$ cat config.mk
export PLATFORM = sky130hd
export DESIGN_NAME = voter_session
export DESIGN_NICKNAME = d
export VERILOG_FILES = /design/src/rtl/voter_pkg.sv /design/src/rtl/voter_classify.sv /design/src/rtl/voter_session.sv
export SDC_FILE = /design/constraint.sdc
export NUM_CORES = 1
export LEC_CHECK = 0
export CORE_ASPECT_RATIO = 1.5
export CORE_MARGIN = 2
export CORE_UTILIZATION = 45
export DETAILED_ROUTE_END_ITERATION = 10
export PLACE_DENSITY = 0.72
export SYNTH_ARGS = -nofsm -noshare
export SYNTH_HDL_FRONTEND = slang
export SYNTH_HIERARCHICAL = 1
export SYNTH_SLANG_ARGS = --single-unit
$ cat constraint.sdc
create_clock -name CLK -period 1.9 [get_ports CLK]
set_input_delay 0.38 -clock CLK [delete_from_list [all_inputs] [get_ports CLK]]
set_output_delay 0.38 -clock CLK [all_outputs]
set_load 0.005 [all_outputs]
$ cat src/rtl/voter_pkg.sv
// Shared definitions for the voter_session ballot machine: FSM state
// encoding and the one-hot result codes driven on O[3:1].
package voter_pkg;

  typedef enum logic [1:0] {
    IDLE    = 2'd0,
    COLLECT = 2'd1,
    DECIDE  = 2'd2
  } state_t;

  // One-hot result: bit 2 lose, bit 1 tie, bit 0 win (O[3], O[2], O[1]).
  localparam logic [2:0] RES_NONE = 3'b000;
  localparam logic [2:0] RES_LOSE = 3'b100;
  localparam logic [2:0] RES_TIE  = 3'b010;
  localparam logic [2:0] RES_WIN  = 3'b001;

endpackage

$ cat src/rtl/voter_classify.sv
// Combinational majority classifier: turns the yes-vote count into the
// one-hot lose/tie/win code. With CHAIR_EN set, a tie is broken by the
// chair's (voter 0's) vote and the tie code is never produced.
module voter_classify
  import voter_pkg::*;
#(
  parameter int N_VOTERS = 4,
  parameter int CW       = $clog2(N_VOTERS + 1),
  parameter bit CHAIR_EN = 1'b0
) (
  input  logic [CW-1:0] i_yes_cnt,
  input  logic          i_chair_yes,
  output logic [2:0]    o_result
);

  logic [CW:0] w_twice_yes;
  logic [CW:0] w_n_voters;

  // Compare 2*yes against N one bit wider than the counter so it never wraps.
  always_comb begin
    w_twice_yes = {i_yes_cnt, 1'b0};
    w_n_voters  = (CW + 1)'(N_VOTERS);
    if (w_twice_yes < w_n_voters) begin
      o_result = RES_LOSE;
    end else if (w_twice_yes > w_n_voters) begin
      o_result = RES_WIN;
    end else if (CHAIR_EN) begin
      o_result = i_chair_yes ? RES_WIN : RES_LOSE;
    end else begin
      o_result = RES_TIE;
    end
  end

endmodule

$ cat src/rtl/voter_session.sv
// voter_session: opens a ballot on START, collects one vote per voter,
// closes when everyone has voted or the COLLECT timer expires, then spends
// one DECIDE cycle registering the classified result and pulsing DONE.
// Optional feature macro: VOTER_CHAIR_EN (voter 0 breaks ties).
module voter_session
  import voter_pkg::*;
#(
  parameter int N_VOTERS = 4,
  parameter int TIMEOUT  = 16,
  parameter int IDW      = $clog2(N_VOTERS),
  parameter int CW       = $clog2(N_VOTERS + 1)
) (
  input  logic           CLK,
  input  logic           RST,
  input  logic           START,
  input  logic           VOTE_VALID,
  input  logic [IDW-1:0] VOTE_ID,
  input  logic           VOTE_YES,
  output logic           BUSY,
  output logic           DONE,
  output logic [2:0]     O,
  output logic [CW-1:0]  YES_CNT,
  output logic [CW-1:0]  VOTED_CNT,
  output logic           VOTE_ERR,
  output logic           TIMED_OUT
);

  // Timer only has to reach TIMEOUT-1; keep at least one bit when disabled.
  localparam int             TW     = (TIMEOUT > 2) ? $clog2(TIMEOUT) : 1;
  localparam logic [TW-1:0]  T_LAST = TW'((TIMEOUT > 0) ? TIMEOUT - 1 : 0);
  // Mask view widened to every encodable ID so out-of-range IDs index safely.
  localparam int             IDN    = 1 << IDW;

  state_t               r_state;
  state_t               w_state_nxt;
  logic [N_VOTERS-1:0]  r_mask;
  logic [CW-1:0]        r_yes_cnt;
  logic [CW-1:0]        r_voted_cnt;
  logic [TW-1:0]        r_timer;
  logic                 r_vote_err;
  logic                 r_timed_out;
  logic [2:0]           r_o;
  logic                 r_done;

  logic [IDN-1:0]       w_mask_ext;
  logic                 w_id_in_range;
  logic                 w_accept;
  logic                 w_bad_vote;
  logic [CW-1:0]        w_voted_nxt;
  logic                 w_all_voted;
  logic                 w_timer_hit;
  logic                 w_close;
  logic                 w_busy;
  logic                 w_chair_yes;
  logic [2:0]           w_result;

`ifdef VOTER_CHAIR_EN
  localparam bit CHAIR_EN = 1'b1;
  logic r_chair_yes;

  // Remember the chair's accepted vote; an abstaining chair counts as no.
  always_ff @(posedge CLK) begin
    if (RST) begin
      r_chair_yes <= 1'b0;
    end else if (r_state == IDLE && START) begin
      r_chair_yes <= 1'b0;
    end else if (w_accept && VOTE_ID == '0) begin
      r_chair_yes <= VOTE_YES;
    end
  end

  assign w_chair_yes = r_chair_yes;
`else
  localparam bit CHAIR_EN = 1'b0;
  assign w_chair_yes = 1'b0;
`endif

  // State register.
  always_ff @(posedge CLK) begin
    // NOTE: sequential state uses non-blocking assignments so every register
    // samples pre-edge values regardless of statement order.
    if (RST) r_state <= IDLE;
    else     r_state <= w_state_nxt;
  end

  // Next-state logic: DECIDE always lasts exactly one cycle.
  always_comb begin
    w_state_nxt = r_state;
    case (r_state)
      IDLE:    if (START)   w_state_nxt = COLLECT;
      COLLECT: if (w_close) w_state_nxt = DECIDE;
      DECIDE:               w_state_nxt = IDLE;
      default:              w_state_nxt = IDLE;
    endcase
  end

  // Output/decode logic: vote acceptance, close conditions and BUSY.
  always_comb begin
    // NOTE: every combinational output gets a default first so no path
    // leaves it unassigned, which would otherwise infer a latch.
    w_mask_ext    = IDN'(r_mask);
    w_id_in_range = ({{(32 - IDW){1'b0}}, VOTE_ID} < 32'(N_VOTERS));
    w_accept      = 1'b0;
    w_bad_vote    = 1'b0;
    w_busy        = (r_state == COLLECT) || (r_state == DECIDE);
    if (r_state == COLLECT && VOTE_VALID) begin
      w_accept   = w_id_in_range && !w_mask_ext[VOTE_ID];
      w_bad_vote = !w_accept;
    end
    w_voted_nxt = r_voted_cnt + CW'(w_accept);
    w_all_voted = (w_voted_nxt == CW'(N_VOTERS));
    w_timer_hit = (TIMEOUT != 0) && (r_timer == T_LAST);
    w_close     = (r_state == COLLECT) && (w_all_voted || w_timer_hit);
  end

  voter_classify #(
    .N_VOTERS (N_VOTERS),
    .CW       (CW),
    .CHAIR_EN (CHAIR_EN)
  ) u_classify (
    .i_yes_cnt   (r_yes_cnt),
    .i_chair_yes (w_chair_yes),
    .o_result    (w_result)
  );

  // Ballot datapath: mask, counters, timer, sticky flags and the result.
  always_ff @(posedge CLK) begin
    if (RST) begin
      r_mask      <= '0;
      r_yes_cnt   <= '0;
      r_voted_cnt <= '0;
      r_timer     <= '0;
      r_vote_err  <= 1'b0;
      r_timed_out <= 1'b0;
      r_o         <= RES_NONE;
      r_done      <= 1'b0;
    end else begin
      r_done <= 1'b0;
      case (r_state)
        IDLE: begin
          if (START) begin
            r_mask      <= '0;
            r_yes_cnt   <= '0;
            r_voted_cnt <= '0;
            r_timer     <= '0;
            r_vote_err  <= 1'b0;
            r_timed_out <= 1'b0;
            r_o         <= RES_NONE;
          end
        end
        COLLECT: begin
          r_timer <= r_timer + TW'(1);
          if (w_accept) begin
            r_mask      <= r_mask | (N_VOTERS'(1) << VOTE_ID);
            r_voted_cnt <= w_voted_nxt;
            r_yes_cnt   <= r_yes_cnt + CW'(VOTE_YES);
          end
          if (w_bad_vote) r_vote_err <= 1'b1;
          // A vote landing on the timeout edge still counts first.
          if (w_timer_hit && !w_all_voted) r_timed_out <= 1'b1;
        end
        DECIDE: begin
          r_o    <= w_result;
          r_done <= 1'b1;
        end
        default: ;
      endcase
    end
  end

  assign BUSY      = w_busy;
  assign DONE      = r_done;
  assign O         = r_o;
  assign YES_CNT   = r_yes_cnt;
  assign VOTED_CNT = r_voted_cnt;
  assign VOTE_ERR  = r_vote_err;
  assign TIMED_OUT = r_timed_out;

endmodule

Word-level counts from Yosys, hierarchy flattened
Index checks and enable logic that the tools add are counted.
{"block": "word_totals", "register_bits": 22, "elab_cells": 67, "out_inout_bits": 13, "input_bits": 7}
{"block": "classes", "add_sub_neg": 3, "mux": 25, "n_reduce_logical": 16, "n_lt_le_gt_ge": 3, "bitwise": 1, "n_eq_ne": 9, "shifts": 1}
{"cell": "$pmux W3 S2", "count": 3}
{"cell": "$pmux W4 S2", "count": 2}
{"cell": "$mux W3", "count": 4}
{"cell": "$reduce_and A3 Y1", "count": 3}
{"cell": "$mux W4", "count": 2}
{"cell": "$ne A2 B2 Y1 const B", "count": 4}
{"cell": "$mux W1", "count": 7}
{"cell": "$add A3 B1 Y3", "count": 2}
{"cell": "$mux W2", "count": 3}
{"cell": "$reduce_and A2 Y1", "count": 3}
{"cell": "$add A4 B1 Y4 const B", "count": 1}
{"cell": "$eq A4 B4 Y1 const B", "count": 1}
{"cell": "$gt A4 B3 Y1 const B", "count": 1}
{"cell": "$lt A4 B3 Y1 const B", "count": 1}
{"cell": "$or A4 B4 Y4", "count": 1}
{"cell": "$pmux W1 S2", "count": 2}
{"cell": "$pmux W2 S2", "count": 1}
{"cell": "$reduce_bool A2 Y1", "count": 2}
{"cell": "$shl A1 B2 Y4 const A", "count": 1}
{"cell": "$eq A3 B3 Y1 const B", "count": 1}
{"cell": "$logic_and A1 B1 Y1", "count": 3}
{"cell": "$lt A2 B3 Y1 const B", "count": 1}
{"cell": "$bmux W1 S2", "count": 1}
{"cell": "$eq A2 B1 Y1 const B", "count": 1}
{"cell": "other kinds (5)", "count": 7}

Depth between registers and ports, before layout
{"block": "logic_depth", "depth_word": 10, "depth_mapped": 11, "mapped_depth_nobuf": 10}

Modules after synthesis
Netlist, hierarchy kept.
{"mod": "voter_session", "n_inst": 1, "area_each_um2": 1156.1, "cells_each": 120}
{"mod": "voter_classify", "n_inst": 1, "area_each_um2": 23.8, "cells_each": 3}

Least setup slack after synthesis
Ideal clock, no wire load.
{"block": "synth_path", "path_kind": "input to register", "start": "input VOTE_ID[0]", "end": "register r_state[0]", "setup_ns": 0.078, "t_arrival_ns": 1.987, "required_time_ns": 1.822, "path_slack_ns": -0.166, "n_path_buf": 0, "stages": 9, "cell_sequence": "and2b_2 a22oi_1 nor2_1 ha_1 ha_1 xnor2_1 o311ai_0 a21oi_1 nor3_1"}
{"block": "synth_via", "elab_chain_len": 10}
{"element": "start, declared", "line_no": "voter_session.sv:17", "text": "input logic [IDW-1:0] VOTE_ID,"}
{"element": "$bmux W1 S2", "line_no": "voter_session.sv:107", "text": "w_accept = w_id_in_range && !w_mask_ext[VOTE_ID];"}
{"element": "$mux W1 (implied by the code)", "line_no": "voter_session.sv:107"}
{"element": "$logic_not A1 Y1", "line_no": "voter_session.sv:107"}
{"element": "$mux W1", "line_no": "voter_session.sv:106", "text": "if (r_state == COLLECT && VOTE_VALID) begin"}
{"element": "$add A3 B1 Y3", "line_no": "voter_session.sv:110", "text": "w_voted_nxt = r_voted_cnt + CW'(w_accept);"}
{"element": "$eq A3 B3 Y1", "line_no": "voter_session.sv:111", "text": "w_all_voted = (w_voted_nxt == CW'(N_VOTERS));"}
{"element": "$logic_or A1 B1 Y1", "line_no": "voter_session.sv:113", "text": "w_close = (r_state == COLLECT) && (w_all_voted || w_timer_hit);"}
{"element": "$logic_and A1 B1 Y1", "line_no": "voter_session.sv:113"}
{"element": "$ne A2 B2 Y1 (no source line)"}
{"element": "$reduce_and A2 Y1 (no source line)"}
{"element": "end signal, assigned", "line_no": "voter_session.sv:83", "text": "else r_state <= w_state_nxt;"}
{"element": "end, declared", "line_no": "voter_session.sv:34", "text": "state_t r_state;"}
No other way between the ends. The select of a mux whose other input is x is not followed.
A chain may end at the register's enable or synchronous reset.

Worst setup path after layout
{"block": "layout_path", "start": "register r_state[1]", "end": "register r_state[0]"}
{"block": "layout_via", "elab_chain_len": 9, "elab_cells_between_ends": 12}
{"element": "$eq A2 B1 Y1", "line_no": "voter_session.sv:89, voter_session.sv:106, voter_session.sv:113"}
{"element": "$logic_and A1 B1 Y1", "line_no": "voter_session.sv:106"}
{"element": "$mux W1", "line_no": "voter_session.sv:106"}
{"element": "$add A3 B1 Y3", "line_no": "voter_session.sv:110"}
{"element": "$eq A3 B3 Y1", "line_no": "voter_session.sv:111"}
{"element": "$logic_or A1 B1 Y1", "line_no": "voter_session.sv:113"}
{"element": "$logic_and A1 B1 Y1", "line_no": "voter_session.sv:113"}
{"element": "$ne A2 B2 Y1 (no source line)"}
{"element": "$reduce_and A2 Y1 (no source line)"}
Several ways; a longest one is shown, not always the timed one.

==> results.md <==
* Clock Pin Slew Worst Setup and Hold Paths at 0.14 ns
* Detail Route Antenna Nets at 0
* Via Count at 1040
* Area growth syn-to-layout at 37.1%
* GR Overflow Total at 0
* Die area at 3050 µm²
* Port bufs at 19
* H-tree levels at 1
* WL met3 at 91 µm
* Largest net degree at the start of global routing at 14
* Worst hold margin at 0.446 ns
* Worst path required time at 2.15 ns
* Cell Area, Synth at 1180 µm²
* 1st-pass router iterations at 4
* TritonCTS clock tree: yes
* Power Density at 687 nW/µm²
* CTS Buf Count at 3
* Synth warnings at 6
* Layout Cells excl Fill at 177
* DR iter-0 viols at 37
* GP Congestion at 0.741
* Worst Path Arrival at 2.08 ns
* ANT cells at 0
* Slew margin rel. at 73.3%
* WL/cell at 16.1 µm
* RSZ-0062 raised after global routing: yes
* Die X at 45.7 µm
* Starting density of the core at 47.5%
* Final Util at 65.1%
* Hpwl dp at 2020 µm
* # rows at 22
* Core Region at 2480 µm²
* DR vias/cell at 5.88
* Final setup fails at 0
* Setup TNS at 0 ns
* Fmax at 545 MHz
* Critical Path End Type: flip-flop
* First-pass GRT wire length at 4660 µm
* Nets at 170
* VDD IR-drop max at 459 µV
* Least-Margin Pin Slew at 0.390 ns
* Total Power at 1.11 mW
* I/O pins at 20
* Number of max-cap violations at 0
* Vias in the first global route at 1005
* Fill cells at 204
* CTS max path bufs at 2
* Total track usage at 20.8%
* Critical Path Source Type: flip-flop
* Most frequent cells in the layout: dfxtp_1, clkdlybuf4s50_1, buf_4, nor2_1
* Met2 wire len at 1550 µm
* Drt drc at 0
* Setup Crit Path Kind: flip-flop to flip-flop
* Outcome: completed
* Tmin final at 1.84 ns
* Layout cells sized above 1 at 32.7%
* Synth Net Count at 138
* Die height at 66.6 µm
* Pleak at 0.623 nW
* Wl on met1 at 1180 µm
* Clock skew at 0.00726 ns
* Routed wire length at 2850 µm
* Clock root buffer: clkbuf_4
* Worst min path class: input pin to flip-flop
* Clock Sinks at 22
* Final Cycle Share at 96.6%
* Clk_lat worst skew at 0.31 ns
* Inst Count DP at 170
* Most common cell after layout, fill and taps aside: dfxtp_1
* Fin. Hold Viols at 0
* Worst R2R Setup Slack at 0.06 ns
* Post-Syn Area per Cell at 9.64 µm²
* Worst-path maximum fanout at 3
* DR top layer: met4
* Mapped Cells at 122
* Initial antenna violation count at 0
* Slew Limit Fails at 0
[cell type report]
type	instances	area (µm²)	share of cell area (%)
clock buffers	3	22.5	1.40
clock inverters	1	30.0	1.86
inverters	6	22.5	1.40
multi-input cells	89	788	48.9
flip-flops and latches	22	448	27.8
well taps	24	30.0	1.86
repair buffers	32	272	16.8
[final timing paths]
path                                  from         end  cells past startpoint
worst max-delay path            r_state[1]  r_state[0]                     10
worst max register to register  r_state[1]  r_state[0]                     10
worst min register to register   TIMED_OUT   TIMED_OUT                      1
worst min-delay path            VOTE_ID[0]   r_mask[3]                      3
[power breakdown]
part / total [mW] / switching, mW / internal [mW]
registers: 0.491 / 0.0148 / 0.476
clock network: 0.367 / 0.154 / 0.213
logic: 0.249 / 0.134 / 0.115
total: 1.11 / 0.303 / 0.805
[repair_timing]
item,CTS,global route
gates resized for setup,8,16
pin swaps,1,7
setup endpoints to repair,5,4
setup buffers,2,1
hold buffers,0,0
[per-layer routing]
layer / global-route usage [%] / vias to the layer above
met5: 0 / -
met4: 8.93 / 0
met3: 3.52 / 2
met2: 36.4 / 22
met1: 23.8 / 501
li1: - / 515
[registers in the layout (all words and copies together) (netlist names)]
name       count
r_mask         4
r_timer        4
O              3
VOTED_CNT      3
YES_CNT        3
r_state        2
DONE           1
TIMED_OUT      1
VOTE_ERR       1
[stage by stage]
step                      instance area, µm²  worst slack, ns
after floorplan                         1230          0.00111
after global placement                  1500           -0.626
after detailed placement                1500           -0.693
after CTS                               1570          0.00184
after global routing                    1610          -0.0292
final                                   1610           0.0649
[worst max-delay path: stages, from the launching register on]
cell	delay (ns)
dfxtp_2	0.37
inv_2	0.05
ha_2	0.18
inv_2	0.06
nor2_1	0.04
ha_2	0.18
ha_4	0.18
xnor2_4	0.16
o311ai_4	0.30
a21oi_2	0.08
nor3_1	0.16
Note: power is estimated with default switching activity, not from simulation.
